--- src/rtl/flog_pkg.sv ---
// Shared types and constants for the bfloat16 log unit.
// Fixed-point results are two's complement, DIM bits, COMMA_POS fractional bits.
package flog_pkg;

  localparam int DIM         = 22;
  localparam int COMMA_POS   = 14;
  localparam int EXP_WIDTH   = 8;
  localparam int FRACT_WIDTH = 7;
  localparam int BIAS        = 127;

  localparam int FIX_WIDTH   = DIM;
  localparam int EXP_MIN_FIX = BIAS - COMMA_POS;
  localparam int LZC_WIDTH   = $clog2(DIM);
  localparam int BF16_WIDTH  = 1 + EXP_WIDTH + FRACT_WIDTH;

  localparam logic [BF16_WIDTH-1:0] PLUS_ZERO = 16'h0000;
  localparam logic [BF16_WIDTH-1:0] PLUS_INF  = 16'h7F80;
  localparam logic [BF16_WIDTH-1:0] MINUS_INF = 16'hFF80;
  localparam logic [BF16_WIDTH-1:0] QNAN      = 16'h7FC0;

  typedef struct packed {
    logic                   s;
    logic [EXP_WIDTH-1:0]   exp;
    logic [FRACT_WIDTH-1:0] mant;
  } bf16_t;

  // Stage-1 payload: magnitude plus everything stage 2 needs to normalise it.
  typedef struct packed {
    logic                  spec;
    logic [BF16_WIDTH-1:0] spec_val;
    logic                  zero;
    logic                  sign;
    logic [LZC_WIDTH-1:0]  lz;
    logic [FIX_WIDTH-1:0]  mag;
  } s1_t;

  // Magnitude of a two's complement value; the most negative input maps to 2^(W-1) unsigned.
  function automatic logic [FIX_WIDTH-1:0] fix_abs(input logic [FIX_WIDTH-1:0] v);
    return v[FIX_WIDTH-1] ? ((~v) + FIX_WIDTH'(1)) : v;
  endfunction

endpackage

--- src/rtl/flog_lzc.sv ---
// Combinational leading-zero counter; an all-zero input reports 0, callers flag zero separately.
// No state, no handshake.
module flog_lzc #(
  parameter int WIDTH = 22,
  parameter int CW    = $clog2(WIDTH)
) (
  input  logic [WIDTH-1:0] in_i,
  output logic [CW-1:0]    cnt_o
);

  // Later iterations win, so the highest set bit determines the count.
  always_comb begin
    cnt_o = '0;
    for (int i = 0; i < WIDTH; i++) begin
      if (in_i[i]) cnt_o = CW'(WIDTH - 1 - i);
    end
  end

endmodule

--- src/rtl/flog_pack.sv ---
// Normalise, round-to-nearest-even and pack the fixed-point log result into bfloat16; 2-cycle latency.
// Two-entry elastic valid/ready pipeline: each stage refills in the cycle it drains.
module flog_pack
  import flog_pkg::*;
(
  input  logic                  clk,
  input  logic                  rst_n,
  input  logic                  in_valid_i,
  output logic                  in_ready_o,
  input  logic [FIX_WIDTH-1:0]  fix_i,
  input  logic                  spec_i,
  input  logic [BF16_WIDTH-1:0] spec_val_i,
  output logic                  out_valid_o,
  input  logic                  out_ready_i,
  output logic [BF16_WIDTH-1:0] result_o,
  output logic                  inexact_o
);

  localparam int GRD_POS = DIM - 2 - FRACT_WIDTH;

  logic                 s1_valid_q;
  s1_t                  s1_d, s1_q;
  logic                 out_valid_q;
  bf16_t                result_d, result_q;
  logic                 inexact_d, inexact_q;

  logic                 s1_load, s2_load;
  logic [FIX_WIDTH-1:0] mag_in;
  logic [LZC_WIDTH-1:0] lz_in;

  assign s2_load    = !out_valid_q || out_ready_i;
  assign s1_load    = !s1_valid_q || s2_load;
  assign in_ready_o = s1_load;

  assign out_valid_o = out_valid_q;
  assign result_o    = result_q;
  assign inexact_o   = inexact_q;

  assign mag_in = fix_abs(fix_i);

  flog_lzc #(
    .WIDTH(FIX_WIDTH),
    .CW   (LZC_WIDTH)
  ) u_lzc (
    .in_i (mag_in),
    .cnt_o(lz_in)
  );

  always_comb begin
    s1_d          = '0;
    s1_d.spec     = spec_i;
    s1_d.spec_val = spec_val_i;
    s1_d.sign     = fix_i[FIX_WIDTH-1];
    s1_d.mag      = mag_in;
    s1_d.zero     = (mag_in == '0);
    s1_d.lz       = lz_in;
  end

  always_ff @(posedge clk or negedge rst_n) begin
    if (!rst_n) begin
      s1_valid_q <= 1'b0;
      s1_q       <= '0;
    end else if (s1_load) begin
      s1_valid_q <= in_valid_i;
      if (in_valid_i) s1_q <= s1_d;
    end
  end

  logic [DIM-2:0]         norm;
  logic [FRACT_WIDTH-1:0] mant_raw;
  logic                   guard, sticky, round_up;
  logic [FRACT_WIDTH:0]   mant_sum;
  logic [EXP_WIDTH-1:0]   exp_raw;

  // The leading one lands on bit DIM-1 after the shift and is implicit, so it is dropped.
  always_comb begin
    norm     = (DIM-1)'(s1_q.mag << s1_q.lz);
    mant_raw = norm[DIM-2 -: FRACT_WIDTH];
    guard    = norm[GRD_POS];
    sticky   = |norm[GRD_POS-1:0];
    round_up = guard && (sticky || mant_raw[0]);
    mant_sum = {1'b0, mant_raw} + {{FRACT_WIDTH{1'b0}}, round_up};
    exp_raw  = EXP_WIDTH'(EXP_MIN_FIX + DIM - 1) - EXP_WIDTH'(s1_q.lz);

    result_d      = '0;
    inexact_d     = 1'b0;
    if (s1_q.spec) begin
      result_d = s1_q.spec_val;
    end else if (s1_q.zero) begin
      result_d = PLUS_ZERO;
    end else begin
      result_d.s    = s1_q.sign;
      result_d.exp  = exp_raw + {{(EXP_WIDTH-1){1'b0}}, mant_sum[FRACT_WIDTH]};
      result_d.mant = mant_sum[FRACT_WIDTH-1:0];
      inexact_d     = guard || sticky;
    end
  end

  always_ff @(posedge clk or negedge rst_n) begin
    if (!rst_n) begin
      out_valid_q <= 1'b0;
      result_q    <= '0;
      inexact_q   <= 1'b0;
    end else if (s2_load) begin
      out_valid_q <= s1_valid_q;
      if (s1_valid_q) begin
        result_q  <= result_d;
        inexact_q <= inexact_d;
      end
    end
  end

endmodule

--- config.mk ---
export PLATFORM = sky130hd
export DESIGN_NAME = flog_pack
export DESIGN_NICKNAME = d
export VERILOG_FILES = /design/src/rtl/flog_pkg.sv /design/src/rtl/flog_lzc.sv /design/src/rtl/flog_pack.sv
export SDC_FILE = /design/constraint.sdc
export NUM_CORES = 1
export LEC_CHECK = 0
export BUFFER_PORTS_ARGS = -buffer_cell sky130_fd_sc_hd__buf_2
export CAP_MARGIN = 10
export CORE_ASPECT_RATIO = 1.1
export CORE_MARGIN = 4
export CORE_UTILIZATION = 59
export CTS_CLUSTER_DIAMETER = 50
export DETAILED_ROUTE_END_ITERATION = 8
export PLACE_DENSITY_LB_ADDON = 0.3
export SYNTH_ARGS = -nofsm -noshare
export SYNTH_HDL_FRONTEND = slang
export SYNTH_SLANG_ARGS = --single-unit
--- constraint.sdc ---
create_clock -name clk -period 3.9 [get_ports clk]
set_input_delay 0.78 -clock clk [delete_from_list [all_inputs] [get_ports clk]]
set_output_delay 0.78 -clock clk [all_outputs]
set_load 0.005 [all_outputs]
==> results of run 1 <==
flip-flops by register name, indices dropped and copies added, names as in the netlist:
name,cells
inexact_o,1
out_valid_o,1
result_o,16
s1_q,45
s1_valid_q,1
metal layers:
metal | track usage, % | share of wire, % | vias to the layer above
met4 | 10.7 | 3.6 | 0
met2 | 45.8 | 51 | 159
met3 | 4.64 | 4.7 | 38
li1 | - | - | 2127
met5 | 0 | 0 | -
met1 | 32.1 | 40 | 2071
through the flow:
step                      utilization [%]  area [um^2]
after floorplan                         -         4920
after global placement               65.8         5260
after detailed placement             65.8         5260
after CTS                            68.6         5490
after global routing                 69.8         5580
final                                69.8         5580
cells in the mapped netlist, drive strengths merged, types with 8 or more instances:
cell type,n
nand2b,9
or2,8
clkbuf,25
nand2,84
nor3,11
mux2,32
nand3,13
inv,10
a22oi,11
xnor2,12
o21ai,61
buf,21
nor2,26
xor2,14
mux2i,17
mux4,14
dfrtp,64
a21oi,15
kinds of logic (layout without fill, tap and decap cells):
family                   Yosys count  in the layout
AO/OA/AOI/OAI                    146            146
XOR/XNOR                          26             26
adder cells (fa/ha/maj)            5              5
buffers and inverters             56            103
flip-flops                        64             64
multiplexers                      63             63
AND/OR/NAND/NOR                  195            195
worst min-delay path by stage:
stage,to,from,cells past startpoint
after floorplan,s1_q[20],s1_q[20],2
after global placement,result_o[0],result_o[0],2
after detailed placement,result_o[2],result_o[2],2
after CTS,s1_q[15],rst_n,1
after global routing,s1_q[2],rst_n,1
final,s1_q[2],rst_n,1
area by class of cell:
class	count	area (um^2)	area share, %
Timing Repair Buffer	77	438	7.84
Clock buffer	10	138	2.47
Multi-Input combinational cell	435	3140	56.3
Clock inverter	6	90.1	1.61
Tap cell	108	135	2.42
Sequential cell	64	1600	28.7
Inverter	10	37.5	0.672
what timing repair did:
item	CTS	global route
endpoints found under the setup margin	2	6
gates resized for setup	1	17
setup buffers	0	3
cloned	0	0
pin swaps	0	1
hold buffers	0	0
power groups by stage:
stage,sequential (W),clock (W),combinational (W)
2_1_floorplan,0.000865,0,0.000608
3_3_place_gp,0.000889,0,0.000831
3_5_place_dp,0.000896,0,0.000852
4_1_cts,0.000884,0.000651,0.000856
5_1_grt,0.000909,0.000686,0.000995
6_report,0.000895,0.000638,0.000906
==> metrics.md, run 1 <==
| Metric | Value |
|---|---|
| Initial antenna violation count | `0` |
| Io pins | `62` |
| Max cap viols | `0` |
| CP Class | `reg2reg` |
| Commonest non-fill, non-tap cells in the layout | `nand2_1 (83), dfrtp_1 (63), buf_2 (61), o21ai_0 (60), mux2_2 (30)` |
| Syn Inst Count | `555` |
| Switching pwr | `0.000835 W` |
| Remaining DRCs | `0` |
| Max incr delay on CP | `0.50 ns` |
| Post-Synth Simple-Gate Area | `20.1%` |
| Gr usage total | `26.5%` |
| CP max FO | `8` |
| Synth Area in Adders | `1.27%` |
| Setup Skew | `0.0103 ns` |
| Share of the synthesized area in the top cell type | `32.6%` |
| Largest family of logic cells by synthesized area | `simple AND/OR/NAND/NOR gates` |
| Comb power frac | `37.1%` |
| Drt total wl | `12.6 mm` |
| Vias per cell | `6.19` |
| CTS tree | `built` |
| Clock Sinks | `64` |
| Synth cell types | `69` |
| Seq/Total Area, Yosys | `32.6%` |
| Mux contribution to synthesized area | `17.2%` |
| Synth Net Count | `603` |
| Commonest non-fill, non-tap cell in the layout | `nand2_1` |
| Reg2reg end | `result_o[11]` |
| Total power | `0.00244 W` |
| Fillers | `651` |
| Setup_tns | `0 ns` |
| Die height | `104 um` |
| Core ar. | `8000 um^2` |
| Number of synthesized flops with an enable pin | `0` |
| Crit path DAT | `3.91 ns` |
| Warnings from Yosys | `0` |
| Non-filler cells, final | `710` |
| Placed insts | `691` |
| Die W | `95.0 um` |
| Placer Congestion | `0.875` |
| R2r setup slk | `0.16 ns` |
| Slew @ Worst Pin | `0.986 ns` |
| Share of cells above drive strength 1 | `27.6%` |
| Reg2reg path depth | `17` |
| DRT iter0 DRCs | `309` |
| Fin. Hold Viols | `0` |
| Maximum clock frequency | `267 MHz` |
| Post-layout net count | `645` |
| Hold crit path type | `in2async` |
| P_leak | `2.33 nW` |
| Internal power | `0.00160 W` |
| Final worst path period share | `95.9%` |
| Flop and latch count out of synthesis | `64` |
| Largest cells by area after synthesis | `dfrtp_1 (33%), mux2_2 (7.3%), mux4_2 (6.4%)` |
| Layout area overhead | `13.5%` |
| Sw Share | `34.2%` |
| Status | `finished, final reports clean` |
| Vias in the first global route | `4346` |
| Total CTS buffers | `9` |
| Post-synthesis compound-gate area fraction | `19.4%` |
| Num rows | `34` |
| Pre-CTS setup slack | `-0.0283 ns` |
| Power Dens Cells | `437 nW/um^2` |
| Post-DP HPWL | `9.38 mm` |
| Setup crit start kind | `flip-flop` |
| Via count | `4395` |
| Max_slew headroom | `34.1%` |
| Final setup violation count | `0` |
| Critical Path RT | `4.07 ns` |
| Worst path top cell family by delay | `simple AND/OR/NAND/NOR gates` |
| Clock transition at path regs | `0.07 ns` |
| Crit. End Element | `flip-flop` |
| Clock Tree Root | `clkbuf_8` |
| Fin worst setup slack | `0.161 ns` |
| First-pass GRT wire length | `20.9 mm` |
| Xor and xnor area share after synthesis | `4.63%` |
| Crit path time final | `3.74 ns` |
| Critical Path End | `result_o[11]` |
| Leading area contributor after synthesis | `dfrtp_1` |
| Part of the power in registers | `36.7%` |
| Syn Area/Cell | `8.86 um^2` |
| Clk pwr share | `26.2%` |
| Initial Util | `61.5%` |
| Die Outline Area | `9860 um^2` |
| CP max stage cell | `dfrtp_2` |
| Max Slew Vio Count | `0` |
| DR WL/cell | `17.7 um` |
| Peak supply drop | `0.205 mV` |
| Mapped Area | `4920 um^2` |
| Async set-or-reset flop fraction in the synthesized netlist | `100%` |
| H-tree depth | `3` |
| CP most frequent cell | `nand2_1` |
| Min Hold Slack | `0.445 ns` |
| Pre-Repair DR Iteration Count | `4` |
| R2r startpoint | `s1_q[22]` |
| Antenna Nets Post-Route | `0` |
| Crit. path cell count | `17` |
| Antenna Cells | `0` |
| Largest net degree at the start of global routing | `67` |
| Top FF cell, synth | `dfrtp_1` |
| Max clock buf depth | `2` |
| IO Port Bufs | `61` |
| Worst setup path startpoint | `s1_q[22]` |
| WP buf/inv | `0` |
| Clk Latency, worst-skew pair | `0.34 ns` |
| Remaining Overflow, GRT | `0` |
| Crit-path cells | `mux2_2 > mux4_2 > nor2_2 > nand3_1 > o41a_1 > nor3b_2 > nor3b_2 > ha_2 > and4_4 > nand3_1 > ha_1 > ha_2 > nand2_1 > nand2_1 > nand2_1 > a32oi_1 > o21ai_0` |
Power figures use the tool's default switching activity.
==> run 2: changes to the inputs <==
--- a/config.mk
+++ b/config.mk
@@ -7,7 +7,7 @@
 export LEC_CHECK = 0
 export BUFFER_PORTS_ARGS = -buffer_cell sky130_fd_sc_hd__buf_2
 export CAP_MARGIN = 10
-export CORE_ASPECT_RATIO = 1.1
+export CORE_ASPECT_RATIO = 1.25
 export CORE_MARGIN = 4
 export CORE_UTILIZATION = 59
 export CTS_CLUSTER_DIAMETER = 50
==> run 2 against run 1 <==
Clock power increased by 5.5%. Largest power group is now registers. Via count increased by 1.3%. Register-to-register slack got worse by 0.04 ns.
==> metrics.md, run 2 (synthesis results as in run 1) <==
| Metric | Value |
|---|---|
| Status | `finished, final reports clean` |
| Clk Latency, worst-skew pair | `0.36 ns (+0.02 ns)` |
| Fin worst setup slack | `0.120 ns (-0.0413 ns)` |
| Setup Skew | `0.00829 ns (-0.00197 ns)` |
| Initial Util | `61.7% (+0.19 points)` |
| Vias per cell | `6.37 (+2.9%)` |
| Met2 wire len | `6.26 mm (-3.0%)` |
| Commonest non-fill, non-tap cells in the layout | `nand2_1 (83), dfrtp_1 (63), buf_2 (61), o21ai_0 (60), mux2_2 (32)` |
| Max clock buf depth | `2 (unchanged)` |
| Max cap viols | `0 (unchanged)` |
| Reg2reg end | `result_o[11]` |
| Maximum clock frequency | `265 MHz (-1.1%)` |
| Final setup violation count | `0 (unchanged)` |
| Largest net degree at the start of global routing | `67 (unchanged)` |
| P_leak | `2.32 nW (-0.18%)` |
| Post-layout net count | `647 (+0.31%)` |
| Io pins | `62 (unchanged)` |
| Core ar. | `7970 um^2 (-0.31%)` |
| Largest register FFs | `45 (unchanged)` |
| Crit. End Element | `flip-flop` |
| Num rows | `36 (+5.9%)` |
| Max Slew Vio Count | `0 (unchanged)` |
| R2r setup slk | `0.12 ns (-0.04 ns)` |
| CP Class | `reg2reg` |
| Hold_buf cts | `0 (unchanged)` |
| Worst Hold Launch | `result_o[7]` |
| Clock Tree Root | `clkbuf_8` |
| Drt total wl | `12.1 mm (-3.8%)` |
| First-pass GRT wire length | `19.4 mm (-7.0%)` |
| Most flops, register | `s1_q` |
| Placer Congestion | `1.00 (+15%)` |
| Final worst path period share | `96.9% (+1.1 points)` |
| DR WL/cell | `17.3 um (-2.3%)` |
| Peak supply drop | `0.166 mV (-19%)` |
| Setup crit start kind | `flip-flop` |
| Antenna Nets Post-Route | `0 (unchanged)` |
| Pre-CTS setup slack | `-0.133 ns (-0.105 ns)` |
| Via count | `4451 (+1.3%)` |
| Fin. Hold Viols | `0 (unchanged)` |
| Storage element area | `1600 um^2 (unchanged)` |
| Die Outline Area | `9870 um^2 (about the same)` |
| Layout area overhead | `13.3%` |
| Remaining DRCs | `0 (unchanged)` |
| WL met1 | `4.84 mm (-4.6%)` |
| Vias in the first global route | `4124 (-5.1%)` |
| DRT iter0 DRCs | `347 (+12%)` |
| Pre-Repair DR Iteration Count | `5 (+1)` |
| Hold path cells | `2` |
| Initial antenna violation count | `0 (unchanged)` |
| CTS tree | `built` |
| Gr usage total | `25.2% (-1.3 points)` |
| Fillers | `644 (-1.1%)` |
| CP max FO | `10 (+2)` |
| Critical Path RT | `4.10 ns (+0.03 ns)` |
| Hold path endpoint | `result_o[7]` |
| Crit path time final | `3.78 ns (+0.0413 ns)` |
| Clock Sinks | `64 (unchanged)` |
| Total CTS buffers | `9 (unchanged)` |
| Placed insts | `678 (-1.9%)` |
| Reg2reg path depth | `17 (unchanged)` |
| Power Dens Cells | `438 nW/um^2 (+0.21%)` |
| Die W | `89.7 um (-5.7%)` |
| Commonest non-fill, non-tap cell in the layout | `nand2_1` |
| Share of cells above drive strength 1 | `27.8% (+0.24 points)` |
| H-tree depth | `3 (unchanged)` |
| Post-DP HPWL | `9.01 mm (-4.0%)` |
| Hold crit path type | `reg2reg` |
| Min Hold Slack | `0.474 ns (+0.0292 ns)` |
| Area of the multi-input gates | `3130 um^2 (-0.28%)` |
| WL met3 | `543 um (-7.7%)` |
| Antenna Cells | `0 (unchanged)` |
| Final Util | `69.9% (+0.094 points)` |
| Top Layer Used | `met4` |
| Crit path DAT | `3.98 ns (+0.07 ns)` |
| R2r startpoint | `s1_q[22]` |
| Die height | `110 um (+6.1%)` |
| Clock transition at path regs | `0.07 ns (about the same)` |
| IO Port Bufs | `61 (unchanged)` |
| Slew @ Worst Pin | `0.957 ns (-0.0284 ns)` |
| Non-filler cells, final | `699 (-1.5%)` |
| Max_slew headroom | `36.2% (+2.1 points)` |
| Remaining Overflow, GRT | `0 (unchanged)` |
run 2: changes by cell type in the layout (fill, tap and decap cells not counted), sizes merged:
cell      delta
buf          +2
clkbuf       +2
clkinv       -2
clkinvlp     +1
inv          -1
run 2: layout make-up:
cell class	count	share of cell area (%)
multi-input combinational	435	56.2
tap	95	2.13
inverter	10	0.674
clock buffer	12	2.96
sequential	64	28.8
timing repair buffer	79	7.90
clock inverter	4	1.35
run 2: stage by stage:
step | power [W] | TNS, ns | cell area, um^2
floorplan | 0.00147 | 0 | 4920
global placement | 0.00169 | 0 | 5240
detailed placement | 0.00172 | -0.230 | 5240
CTS | 0.00240 | 0 | 5500
global route | 0.00258 | -0.0432 | 5570
finish | 0.00244 | 0 | 5570
run 2: worst max path at each step:
stage | startpoint | to | slack [ns] | cells past startpoint
after global placement | s1_q[22] | result_o[11] | 0.12 | 19
after CTS | s1_q[22] | result_o[11] | 0.02 | 19
final | s1_q[22] | result_o[11] | 0.12 | 17
after detailed placement | s1_q[22] | result_o[11] | -0.13 | 19
after global routing | s1_q[22] | result_o[11] | -0.04 | 19
after floorplan | s1_q[22] | result_o[11] | 0.40 | 17
run 2: what timing repair did:
action                                  in CTS  in global routing
endpoints found under the setup margin       2                  7
buffers inserted                             0                  5
endpoints found under the hold margin        0                  0
pin swaps                                    0                  4
resized for setup                            4                  9
run 2: critical path, stage by stage, from the launching register on:
cell and delay, ns:
dfrtp_2 0.44, buf_4 0.21, mux2i_2 0.20, mux4_2 0.51, nand2_1 0.10, o41a_1 0.20, nor3b_2 0.06, nor3b_1 0.25
ha_2 0.23, and4_2 0.25, nand3_2 0.10, ha_2 0.22, ha_4 0.16, nand2_1 0.06, nand2_1 0.06, or2_2 0.30
a32oi_1 0.19, o21ai_0 0.09
run 2: layer usage:
metal	up-vias	global-route usage [%]
li1	2140	-
met1	2108	30.3
met2	165	43.4
met3	38	3.12
met4	0	13.4
met5	-	0
run 2: where the power goes:
part	total [W]	internal [W]	switching (W)
clock network	0.000673	0.000412	0.000261
logic	0.000881	0.000430	0.000451
registers	0.000886	0.000784	0.000101
total	0.00244	0.00163	0.000813
